[src/rtl/mem_demux_if.sv]
// Bundles the upstream request port, the two target ports and the read response for mem_demux.
interface mem_demux_if;
    logic        req_valid;
    logic        req_ready;
    logic [31:0] req_addr;
    logic [31:0] req_wdata;
    logic        req_we;
    logic [31:0] out_addr;
    logic [31:0] out_wdata;
    logic        out_we;
    logic        a_valid;
    logic        a_ready;
    logic        b_valid;
    logic        b_ready;
    logic        a_rvalid;
    logic [31:0] a_rdata;
    logic        b_rvalid;
    logic [31:0] b_rdata;
    logic        rsp_valid;
    logic [31:0] rsp_rdata;

    modport slave (
        input  req_valid, req_addr, req_wdata, req_we,
        input  a_ready, b_ready, a_rvalid, a_rdata, b_rvalid, b_rdata,
        output req_ready, out_addr, out_wdata, out_we,
        output a_valid, b_valid, rsp_valid, rsp_rdata
    );

    modport master (
        output req_valid, req_addr, req_wdata, req_we,
        output a_ready, b_ready, a_rvalid, a_rdata, b_rvalid, b_rdata,
        input  req_ready, out_addr, out_wdata, out_we,
        input  a_valid, b_valid, rsp_valid, rsp_rdata
    );
endinterface

[src/rtl/mem_demux.sv]
// Single-outstanding request demultiplexer: routes one captured request to target A or B
// by address decode and returns the selected target's read data as a one-cycle response.
module mem_demux #(
    parameter logic [31:0] B_BASE = 32'h1000_0000,
    parameter logic [31:0] B_MASK = 32'hF000_0000
) (
    input  logic        clk,
    input  logic        rst,
    mem_demux_if.slave  bus
);

    typedef enum logic [1:0] {
        IDLE  = 2'd0,
        ISSUE = 2'd1,
        WAIT  = 2'd2
    } state_t;

    function automatic logic addr_is_b(input logic [31:0] addr);
        return (addr & B_MASK) == B_BASE;
    endfunction

    state_t      state_q, state_d;
    logic        sel_q, sel_d;
    logic [31:0] addr_q, addr_d;
    logic [31:0] wdata_q, wdata_d;
    logic        we_q, we_d;
    logic        a_valid_q, a_valid_d;
    logic        b_valid_q, b_valid_d;
    logic        req_ready_q, req_ready_d;
    logic        rsp_valid_q, rsp_valid_d;
    logic [31:0] rsp_rdata_q, rsp_rdata_d;
    logic        tgt_ready_s;
    logic        tgt_rvalid_s;
    logic [31:0] tgt_rdata_s;

    assign tgt_ready_s  = sel_q ? bus.b_ready  : bus.a_ready;
    assign tgt_rvalid_s = sel_q ? bus.b_rvalid : bus.a_rvalid;
    assign tgt_rdata_s  = sel_q ? bus.b_rdata  : bus.a_rdata;

    // Next-state and next-output logic; every output is re-registered from the next state.
    always_comb begin
        state_d     = state_q;
        sel_d       = sel_q;
        addr_d      = addr_q;
        wdata_d     = wdata_q;
        we_d        = we_q;
        rsp_valid_d = 1'b0;
        rsp_rdata_d = rsp_rdata_q;
        case (state_q)
            IDLE: begin
                if (bus.req_valid) begin
                    addr_d  = bus.req_addr;
                    wdata_d = bus.req_wdata;
                    we_d    = bus.req_we;
                    sel_d   = addr_is_b(bus.req_addr);
                    state_d = ISSUE;
                end else begin
                    state_d = IDLE;
                end
            end
            ISSUE: begin
                if (tgt_ready_s) begin
                    state_d = we_q ? IDLE : WAIT;
                end else begin
                    state_d = ISSUE;
                end
            end
            WAIT: begin
                if (tgt_rvalid_s) begin
                    rsp_valid_d = 1'b1;
                    rsp_rdata_d = tgt_rdata_s;
                    state_d     = IDLE;
                end else begin
                    state_d = WAIT;
                end
            end
            default: begin
                state_d = IDLE;
            end
        endcase
        a_valid_d   = (state_d == ISSUE) && !sel_d;
        b_valid_d   = (state_d == ISSUE) &&  sel_d;
        req_ready_d = (state_d == IDLE);
    end

    // State and output registers; reset aborts any transaction in flight.
    always_ff @(posedge clk or posedge rst) begin
        if (rst) begin
            state_q     <= IDLE;
            sel_q       <= 1'b0;
            addr_q      <= 32'h0;
            wdata_q     <= 32'h0;
            we_q        <= 1'b0;
            a_valid_q   <= 1'b0;
            b_valid_q   <= 1'b0;
            req_ready_q <= 1'b1;
            rsp_valid_q <= 1'b0;
            rsp_rdata_q <= 32'h0;
        end else begin
            state_q     <= state_d;
            sel_q       <= sel_d;
            addr_q      <= addr_d;
            wdata_q     <= wdata_d;
            we_q        <= we_d;
            a_valid_q   <= a_valid_d;
            b_valid_q   <= b_valid_d;
            req_ready_q <= req_ready_d;
            rsp_valid_q <= rsp_valid_d;
            rsp_rdata_q <= rsp_rdata_d;
        end
    end

    assign bus.req_ready = req_ready_q;
    assign bus.out_addr  = addr_q;
    assign bus.out_wdata = wdata_q;
    assign bus.out_we    = we_q;
    assign bus.a_valid   = a_valid_q;
    assign bus.b_valid   = b_valid_q;
    assign bus.rsp_valid = rsp_valid_q;
    assign bus.rsp_rdata = rsp_rdata_q;

endmodule

[src/flat_wrapper.sv]
// flat-port wrapper written by rule: the top's interface ports become plain ports
module mem_demux_flat 
#(
    parameter logic [31:0] B_BASE = 32'h1000_0000,
    parameter logic [31:0] B_MASK = 32'hF000_0000
)
  (clk, rst, bus_req_valid, bus_req_addr, bus_req_wdata, bus_req_we, bus_a_ready, bus_b_ready, bus_a_rvalid, bus_a_rdata, bus_b_rvalid, bus_b_rdata, bus_req_ready, bus_out_addr, bus_out_wdata, bus_out_we, bus_a_valid, bus_b_valid, bus_rsp_valid, bus_rsp_rdata);
  mem_demux_if bus_i ();
  input  logic clk;
  input  logic rst;
  input wire logic [$bits(bus_i.req_valid)-1:0] bus_req_valid;
  input wire logic [$bits(bus_i.req_addr)-1:0] bus_req_addr;
  input wire logic [$bits(bus_i.req_wdata)-1:0] bus_req_wdata;
  input wire logic [$bits(bus_i.req_we)-1:0] bus_req_we;
  input wire logic [$bits(bus_i.a_ready)-1:0] bus_a_ready;
  input wire logic [$bits(bus_i.b_ready)-1:0] bus_b_ready;
  input wire logic [$bits(bus_i.a_rvalid)-1:0] bus_a_rvalid;
  input wire logic [$bits(bus_i.a_rdata)-1:0] bus_a_rdata;
  input wire logic [$bits(bus_i.b_rvalid)-1:0] bus_b_rvalid;
  input wire logic [$bits(bus_i.b_rdata)-1:0] bus_b_rdata;
  output wire logic [$bits(bus_i.req_ready)-1:0] bus_req_ready;
  output wire logic [$bits(bus_i.out_addr)-1:0] bus_out_addr;
  output wire logic [$bits(bus_i.out_wdata)-1:0] bus_out_wdata;
  output wire logic [$bits(bus_i.out_we)-1:0] bus_out_we;
  output wire logic [$bits(bus_i.a_valid)-1:0] bus_a_valid;
  output wire logic [$bits(bus_i.b_valid)-1:0] bus_b_valid;
  output wire logic [$bits(bus_i.rsp_valid)-1:0] bus_rsp_valid;
  output wire logic [$bits(bus_i.rsp_rdata)-1:0] bus_rsp_rdata;
  assign bus_i.req_valid = bus_req_valid;
  assign bus_i.req_addr = bus_req_addr;
  assign bus_i.req_wdata = bus_req_wdata;
  assign bus_i.req_we = bus_req_we;
  assign bus_i.a_ready = bus_a_ready;
  assign bus_i.b_ready = bus_b_ready;
  assign bus_i.a_rvalid = bus_a_rvalid;
  assign bus_i.a_rdata = bus_a_rdata;
  assign bus_i.b_rvalid = bus_b_rvalid;
  assign bus_i.b_rdata = bus_b_rdata;
  assign bus_req_ready = bus_i.req_ready;
  assign bus_out_addr = bus_i.out_addr;
  assign bus_out_wdata = bus_i.out_wdata;
  assign bus_out_we = bus_i.out_we;
  assign bus_a_valid = bus_i.a_valid;
  assign bus_b_valid = bus_i.b_valid;
  assign bus_rsp_valid = bus_i.rsp_valid;
  assign bus_rsp_rdata = bus_i.rsp_rdata;
  mem_demux #(.B_BASE(B_BASE), .B_MASK(B_MASK)) u_core (.clk(clk), .rst(rst), .bus(bus_i));
endmodule
[config.mk]
export PLATFORM = sky130hd
export DESIGN_NAME = mem_demux_flat
export DESIGN_NICKNAME = d
export VERILOG_FILES = /design/src/rtl/mem_demux_if.sv /design/src/rtl/mem_demux.sv /design/src/flat_wrapper.sv
export SDC_FILE = /design/constraint.sdc
export NUM_CORES = 1
export LEC_CHECK = 0
export ABC_AREA = 1
export BUFFER_PORTS_ARGS = -buffer_cell sky130_fd_sc_hd__buf_4
export CAP_MARGIN = 20
export CORE_MARGIN = 2
export CORE_UTILIZATION = 34
export CTS_CLUSTER_DIAMETER = 120
export DETAILED_ROUTE_END_ITERATION = 6
export HOLD_SLACK_MARGIN = 0.03
export PLACE_DENSITY = 0.67
export SLEW_MARGIN = 10
export SYNTH_ARGS = -nofsm -noshare
export SYNTH_HDL_FRONTEND = slang
export SYNTH_SLANG_ARGS = --single-unit
[constraint.sdc]
create_clock -name clk -period 7.9 [get_ports clk]
set_input_delay 1.975 -clock clk [delete_from_list [all_inputs] [get_ports clk]]
set_output_delay 1.975 -clock clk [all_outputs]
set_load 0.005 [all_outputs]
==> impl_results.rst, run 1 <==
.. list-table::
   :header-rows: 1

   * - Metric
     - Value
   * - Result of the run
     - finished clean
   * - Clock slew at reported path FFs
     - ~0.07 ns
   * - Final period utilization
     - about two fifths
   * - Largest vdd supply drop
     - ~0.14 mV
   * - Largest cells by area after synthesis
     - sky130_fd_sc_hd__dfrtp_1, sky130_fd_sc_hd__nand2_1, sky130_fd_sc_hd__or2_2
   * - Met1 routing resource usage after global routing
     - a little over a fifth
   * - Register area share after synthesis
     - 59.80%
   * - FF-to-FF Start
     - u_core.sel_q$_DFF_PP0_
   * - Slew of the pin with the lowest slew margin
     - between 1 and 1.5 ns
   * - Worst slack on hold paths
     - around 0.47 ns
   * - Iter 0 DRT Violations
     - about 180
   * - Kind of start point of the critical path
     - flop
   * - R2R setup slack
     - between 4 and 5 ns
   * - Upper clock frequency limit
     - about 0.33 GHz
   * - Clock latency on the worst-skew pair
     - about 0.34 ns
   * - Max Slew Vio Count
     - 0
   * - Count of flip-flops with a built-in enable after synthesis
     - 0
   * - Final net count
     - 851
   * - Normalized max-slew margin
     - 32.67%
   * - Relative contribution of combinational cells to total power
     - about 40%
   * - CP cell instances
     - inv_1 > nand2_1 > nand2_1 > nand2_2 > buf_4 > o21ai_1
   * - First drt pass iteration count
     - 6
   * - Worst hold path endpoint
     - u_core.bus.out_addr[28]$_DFFE_PP0P_
   * - Average routed wire per standard cell
     - 13.39 microns
   * - Mean area per synthesized cell
     - slightly below 9 sq um
   * - Starting density of the core
     - 34.64%
   * - Buffers added on ports
     - around 240
   * - Hold_buf cts
     - 0
   * - Vias per cell
     - between 4 and 5
   * - Critical path buffer and inverter count
     - 2
   * - Antenna violations before repair
     - 0
   * - Switching Power
     - 0.7750 mW
   * - Ratio of total power to cell area
     - 345.8 nW/um^2
   * - CP peak stage delay
     - roughly 1.0 ns
   * - Worst Path Class, Setup
     - flop to flop
   * - Class of the most critical hold timing path
     - flop to flop
   * - Share of the synthesized area in the top cell type
     - approximately 60%
   * - Placed wire-length estimate after detailed placement
     - 8.834 mm
   * - Number of buffers created by CTS
     - 9
   * - Share of synthesized area spent on multiplexers
     - 0%
   * - Instance area after placement
     - 6228 sq um
   * - Post-Layout Cell Count
     - between 800 and 900
   * - Setup Buffers After CTS
     - 0
   * - Width of the chip
     - around 120 microns
   * - Top FF cell, synth
     - sky130_fd_sc_hd__dfrtp_1
   * - Leakage power summed over all cells
     - approximately 3.6 nW
   * - Cell family with the largest share of critical-path delay
     - buffers and inverters
   * - Net count after synthesis
     - approximately 630
   * - Crit path arrival time
     - 3.20 ns
   * - # resized after CTS
     - 0
   * - Area delta synth->final
     - 49.51%
   * - Hold Crit Start
     - u_core.bus.out_addr[28]$_DFFE_PP0P_
   * - Count of mapped cells out of synthesis
     - roughly 490
   * - Post-synthesis xor/xnor area fraction
     - 0%
   * - Wire length of the first global-routing pass
     - 18.07 mm
   * - Crit. End Element
     - flop
   * - GRT busiest layer
     - met2
   * - Wire length reported by the detailed router
     - between 10 and 15 mm
   * - Setup slack after placement
     - around 4.6 ns
   * - Placer Congestion
     - around 0.8
   * - Part of the power in registers
     - 41.5%
   * - Summed area of non-filler cells in the final layout
     - around 6500 sq um
   * - Setup repair after global routing missed its margin
     - no
   * - Top-level port count
     - ~240
   * - Number of rows created at floorplan
     - 41
   * - Yosys top cell by area
     - sky130_fd_sc_hd__dfrtp_1
   * - Utilization of the core after routing
     - between 50 and 60%
   * - Setup slack of the critical path after layout
     - 4.887 ns
   * - Worst-case clock buffer depth
     - 2
   * - Number of max-capacitance violations reported
     - 0
   * - Placed cell count
     - ~880
   * - Met2 routing resource usage after global routing
     - about 28%
   * - Most frequent cell after synthesis
     - sky130_fd_sc_hd__nand2_1
   * - Slowest library cell on the worst path
     - sky130_fd_sc_hd__dfrtp_1
   * - Switch share
     - approximately 34%
   * - Simple-gate share of the synthesized area
     - between 20% and 30%
   * - Leading post-synthesis cells by instance count
     - sky130_fd_sc_hd__nand2_1, sky130_fd_sc_hd__dfrtp_1, sky130_fd_sc_hd__o21ai_0
   * - Detail Route Antenna Nets
     - 0
   * - Post-layout min period
     - about 3 ns
   * - Netlist area before placement
     - about 4400 sq um
   * - Proportion of synthesized flip-flops having asynchronous set or reset
     - 100.0%
   * - Core region area
     - about 13000 sq um
   * - Clock share of power
     - a little under a fifth
   * - Clock sink total
     - ~100
   * - Remaining global-route overflow
     - 0
   * - Count of unique library cells instantiated by Yosys
     - 19
   * - Setup TNS after final layout
     - 0 ns
   * - H-tree depth
     - 3
   * - Worst-case clock skew
     - 0.008040 ns
   * - Internal power component
     - ~1.5 mW
   * - Synth Area in Adders
     - 0%
   * - Die area
     - between 10000 and 15000 sq um
   * - CTS tree
     - done
   * - Number of cell instances on the worst register-to-register path
     - 6
   * - Yosys Warn Count
     - 0
   * - Global router's overall resource usage
     - about 17%
   * - Setup violations, final
     - 0
   * - Vertical die dimension
     - between 100 and 150 microns
   * - Maximum fanout along the worst path
     - 65
   * - Total number of vias
     - ~4000
   * - Main combinational cell family by area after synthesis
     - simple AND/OR/NAND/NOR gates
   * - Number of global-route vias before repair
     - roughly 3700
   * - Hold Fails Final Rpt
     - 0
   * - M3 GR Usage
     - between 5 and 6%
   * - Total Power Consumption
     - around 2.3 mW
   * - FF-to-FF End
     - u_core.bus.rsp_rdata[22]$_DFFE_PP0P_
   * - Hold-critical path depth
     - 2
   * - Diode count
     - 0
   * - Complex-gate fraction of the synthesized area
     - approximately a tenth
   * - Worst EP required
     - about 8.1 ns
   * - Fraction of final layout cells with drive strength greater than 1
     - a little over two fifths
   * - Synthesis-stage register bit count
     - 104
   * - Pin count of the biggest net entering global routing
     - 71
   * - Most used cell, CP
     - sky130_fd_sc_hd__nand2_1
   * - CTS Root Buffer Type
     - sky130_fd_sc_hd__clkbuf_16
   * - Number of DRC violations after detailed routing
     - 0
## metal layers
layer  wire length (microns)  up-vias
met5                       0        -
met4                      84        0
met3                    1356        6
met2                    5473      188
met1                    5028     1801
li1                        -     1983
## cell usage in the layout (no fill, tap or decap)
cell type	count
sky130_fd_sc_hd__a21oi_1	1
sky130_fd_sc_hd__nand2_1	231
sky130_fd_sc_hd__inv_8	1
sky130_fd_sc_hd__clkinvlp_4	3
sky130_fd_sc_hd__or2_2	32
sky130_fd_sc_hd__nand3_1	3
sky130_fd_sc_hd__nand2_2	3
sky130_fd_sc_hd__nor2_2	1
sky130_fd_sc_hd__o21ai_1	17
sky130_fd_sc_hd__nor2_4	1
sky130_fd_sc_hd__inv_6	1
sky130_fd_sc_hd__inv_2	2
sky130_fd_sc_hd__o21ai_0	36
sky130_fd_sc_hd__clkinv_2	1
sky130_fd_sc_hd__dfstp_2	1
sky130_fd_sc_hd__buf_4	240
sky130_fd_sc_hd__nor2_1	7
sky130_fd_sc_hd__clkinv_4	1
sky130_fd_sc_hd__inv_1	8
sky130_fd_sc_hd__o21ai_2	17
sky130_fd_sc_hd__dfrtp_1	103
sky130_fd_sc_hd__clkbuf_16	9
sky130_fd_sc_hd__inv_4	1
## state kept, by name, summed over array words and instances, names as in the netlist
signal	flops
u_core.bus.req_ready	1
u_core.state_q	2
u_core.bus.b_valid	1
u_core.sel_q	1
u_core.bus.out_we	1
u_core.bus.out_addr	32
u_core.bus.out_wdata	32
u_core.bus.rsp_rdata	32
u_core.bus.rsp_valid	1
u_core.bus.a_valid	1
## kinds of logic (layout without fill, tap and decap cells)
kind of cell           Yosys count  count (layout)
AND/OR/NAND/NOR                278             278
flip-flops                     104             104
AO/OA/AOI/OAI                   71              71
buffers and inverters           38             267
## cell type report
class                   count  area, sq um
clock inverters             7        56.30
fillers                  1183         6058
multi-input cells         349         1564
well taps                 172        215.2
inverters                  11        43.79
clock buffers               9        225.2
flip-flops and latches    104         2604
repair buffers            240         1802
## worst max-delay path by stage
stage,slack (ns),start,cells past startpoint,endpoint
2_1_floorplan,3.19,rst,1,u_core.bus.a_valid$_DFF_PP0_
3_3_place_gp,4.59,rst,3,u_core.bus.rsp_rdata[3]$_DFFE_PP0P_
6_report,4.89,u_core.sel_q$_DFF_PP0_,6,u_core.bus.rsp_rdata[22]$_DFFE_PP0P_
4_1_cts,4.86,u_core.sel_q$_DFF_PP0_,6,u_core.bus.rsp_rdata[27]$_DFFE_PP0P_
3_5_place_dp,4.56,rst,3,u_core.bus.rsp_rdata[4]$_DFFE_PP0P_
5_1_grt,4.55,u_core.sel_q$_DFF_PP0_,6,u_core.bus.rsp_rdata[22]$_DFFE_PP0P_
## power groups by stage
stage | Sequential (mW) | Combinational [mW] | Clock [mW]
2_1_floorplan | 0.931 | 0.402 | 0
3_3_place_gp | 0.932 | 0.909 | 0
3_5_place_dp | 0.935 | 0.927 | 0
4_1_cts | 0.937 | 0.924 | 0.430
5_1_grt | 0.967 | 1.02 | 0.453
6_report | 0.935 | 0.905 | 0.412
## tightest hold or removal path: cells and delay by family, from the launching register on
family | cells | cell delay [ns]
flip-flops | 1 | 0.34
AND/OR/NAND/NOR | 2 | 0.09
No activity file was read; power rests on OpenSTA's default activity.
==> inputs of run 2 (changes only) <==
Settings changed: ABC_AREA 1 to 0.
Clock period 7.9 ns to 3.14 ns, I/O delays scaled along.
==> impl_results.rst, run 2 <==
.. list-table::
   :header-rows: 1

   * - Metric
     - Value
   * - Count of mapped cells out of synthesis
     - about 260
   * - Largest vdd supply drop
     - ~0.5 mV
   * - Synthesis-stage register bit count
     - around 100
   * - Setup TNS after final layout
     - 0 ns
   * - Hold_buf cts
     - 0
   * - Worst-case clock skew
     - approximately 0.0039 ns
   * - CP cell instances
     - buf_4
   * - Count of filler cells inserted in the layout
     - about 1100
   * - Vias per cell
     - 4.487
   * - Leading cell type in the layout, fill and taps excluded
     - sky130_fd_sc_hd__buf_4
   * - Worst-case clock buffer depth
     - 2
   * - Width of the chip
     - roughly 120 microns
   * - Largest cells by area after synthesis
     - sky130_fd_sc_hd__dfrtp_1, sky130_fd_sc_hd__mux2_2, sky130_fd_sc_hd__buf_6
   * - Worst Path Class, Setup
     - flop to primary output
   * - First drt pass iteration count
     - 2
   * - CP peak stage delay
     - approximately 0.51 ns
   * - Critical path buffer and inverter count
     - 1
   * - Wire length of the first global-routing pass
     - around 15 mm
   * - Count of flip-flops with a built-in enable after synthesis
     - 0
   * - Class of the most critical hold timing path
     - flop to flop
   * - Diode count
     - 0
   * - Top FF cell, synth
     - sky130_fd_sc_hd__dfrtp_1
   * - Yosys Warn Count
     - 0
   * - Slew of the pin with the lowest slew margin
     - 0.6586 ns
   * - CTS tree
     - done
   * - M3 GR Usage
     - roughly 5%
   * - Post-layout min period
     - ~1.7 ns
   * - Normalized max-slew margin
     - 56.00%
   * - Starting density of the core
     - 34.52%
   * - Number of rows created at floorplan
     - 41
   * - Setup violations, final
     - 0
   * - Maximum fanout along the worst path
     - 1
   * - Average routed wire per standard cell
     - between 15 and 20 microns
   * - Detail Route Antenna Nets
     - 0
   * - Area delta synth->final
     - 50.95%
   * - Net count after synthesis
     - 399
   * - Top-level port count
     - 237
   * - Kind of start point of the critical path
     - flop
   * - Remaining global-route overflow
     - 0
   * - Max Slew Vio Count
     - 0
   * - H-tree depth
     - 3
   * - Complex-gate fraction of the synthesized area
     - 0.3489%
   * - Wire length reported by the detailed router
     - 10.39 mm
   * - Buffers added on ports
     - 236
   * - Slowest library cell on the worst path
     - sky130_fd_sc_hd__dfstp_2
   * - Pin count of the biggest net entering global routing
     - 50
   * - Setup Buffers After CTS
     - 0
   * - Share of synthesized area spent on multiplexers
     - between 30% and 40%
   * - GRT busiest layer
     - met2
   * - Clock slew at reported path FFs
     - around 0.06 ns
   * - Met2 routing resource usage after global routing
     - around a quarter
   * - Iter 0 DRT Violations
     - 28
   * - Crit path arrival time
     - approximately 0.95 ns
   * - Multi-input gate area in the final layout
     - around 1600 sq um
   * - Yosys top cell by area
     - sky130_fd_sc_hd__dfrtp_1
   * - Flip-flop and latch area
     - 2604 sq um
   * - Met1 routing resource usage after global routing
     - ~17%
   * - Result of the run
     - finished clean
   * - CTS Root Buffer Type
     - sky130_fd_sc_hd__clkbuf_16
   * - Placer Congestion
     - around 0.7
   * - Register area share after synthesis
     - between 60% and 70%
   * - Core region area
     - roughly 12000 sq um
   * - Number of buffers created by CTS
     - 9
   * - Placed wire-length estimate after detailed placement
     - around 8.0 mm
   * - Final period utilization
     - about 55%
   * - Hold Fails Final Rpt
     - 0
   * - Simple-gate share of the synthesized area
     - approximately 1.5%
   * - Vertical die dimension
     - 116.5 microns
   * - Mean area per synthesized cell
     - 16.36 sq um
   * - Number of DRC violations after detailed routing
     - 0
   * - Final net count
     - between 600 and 700
   * - Leakage power summed over all cells
     - 3.064 nW
   * - # resized after CTS
     - 0
   * - Number of global-route vias before repair
     - roughly 3100
   * - Antenna violations before repair
     - 0
   * - Fraction of final layout cells with drive strength greater than 1
     - approximately 77%
   * - Clock latency on the worst-skew pair
     - about 0.34 ns
   * - Share of the synthesized area in the top cell type
     - between 50% and 60%
   * - Cell family with the largest share of critical-path delay
     - flip-flops
   * - Ratio of total power to cell area
     - 883.5 nW/um^2
   * - Post-synthesis xor/xnor area fraction
     - 0%
   * - Most frequent cells in the layout
     - sky130_fd_sc_hd__buf_4, sky130_fd_sc_hd__mux2_2, sky130_fd_sc_hd__dfrtp_1
   * - Synth Area in Adders
     - 0%
   * - Summed area of non-filler cells in the final layout
     - about 6500 sq um
   * - Number of max-capacitance violations reported
     - 0
   * - Setup repair after global routing missed its margin
     - no
   * - Leading post-synthesis cells by instance count
     - sky130_fd_sc_hd__mux2_2, sky130_fd_sc_hd__dfrtp_1, sky130_fd_sc_hd__buf_6
   * - Most frequent cell after synthesis
     - sky130_fd_sc_hd__mux2_2
   * - Worst EP required
     - 2.35 ns
   * - Total number of vias
     - slightly above 3000
   * - Die area
     - roughly 14000 sq um
   * - Count of unique library cells instantiated by Yosys
     - 19
   * - Clock sink total
     - approximately 100
   * - Proportion of synthesized flip-flops having asynchronous set or reset
     - 100.0%
   * - Crit. End Element
     - primary output
   * - Global router's overall resource usage
     - roughly 15%
   * - Instance area after placement
     - just over 6000 sq um
   * - Upper clock frequency limit
     - roughly 0.58 GHz
   * - Main combinational cell family by area after synthesis
     - multiplexers
   * - Netlist area before placement
     - ~4300 sq um
-- run 2: cell count changes after synthesis, moves of 17 or more --
cell	change
sky130_fd_sc_hd__nand2_1	-232
sky130_fd_sc_hd__mux2_2	+129
sky130_fd_sc_hd__o21ai_0	-36
sky130_fd_sc_hd__o21ai_1	-17
sky130_fd_sc_hd__o21ai_2	-17
sky130_fd_sc_hd__or2_2	-32
-- run 2: logic make-up (layout without fill, tap and decap cells) --
family	after synthesis	in the layout
buf+inv	17	260
simple gates	8	8
flops	104	104
mux	132	132
compound gates	2	2
-- run 2: worst paths after layout --
path	cells past startpoint	startpoint	slack, ns	end
setup reg to reg	3	u_core.state_q[0]$_DFF_PP0_	1.43	u_core.bus.out_wdata[10]$_DFFE_PP0P_
min in group asynchronous	2	rst	0.53	u_core.bus.rsp_rdata[19]$_DFFE_PP0P_
setup / recovery	1	u_core.bus.req_ready$_DFF_PP1_	1.40	bus_req_ready
max in group asynchronous	3	rst	1.78	u_core.bus.req_ready$_DFF_PP1_
hold reg to reg	1	u_core.bus.rsp_rdata[23]$_DFFE_PP0P_	0.51	u_core.bus.rsp_rdata[23]$_DFFE_PP0P_
hold / removal	1	u_core.bus.rsp_rdata[23]$_DFFE_PP0P_	0.51	u_core.bus.rsp_rdata[23]$_DFFE_PP0P_
-- run 2: area by class of cell --
cell class	instances	area share (%)
clock buffer	12	3.641
multi-input combinational	142	24.25
tap	172	3.313
timing repair buffer	242	28.16
clock inverter	3	0.3082
inverter	3	0.2312
sequential	104	40.09
-- run 2: per-layer routing --
layer  share of wire (%)  wire length (microns)
met1                  37                   3831
met2                  51                   5299
met3                  10                   1035
met4                 2.2                    225
met5                   0                      0
-- run 2: power breakdown --
| part | switching, mW | internal [mW] |
|---|---|---|
| Clock | 0.463 | 0.533 |
| Combinational | 0.793 | 1.58 |
| Sequential | 0.361 | 2.01 |
-- run 2: stage by stage --
stage	setup WS, ns	util [%]	std cells	hold slack [ns]	power, mW
finish	1.404	52.10	678	0.5079	5.738
global route	1.306	52.10	678	0.5200	6.132
CTS	1.385	52.10	678	0.5127	5.851
detailed placement	1.031	50.05	663	0.4974	4.826
global placement	1.079	50.05	663	0.4903	4.731
floorplan	1.110	-	263	0.5053	3.459
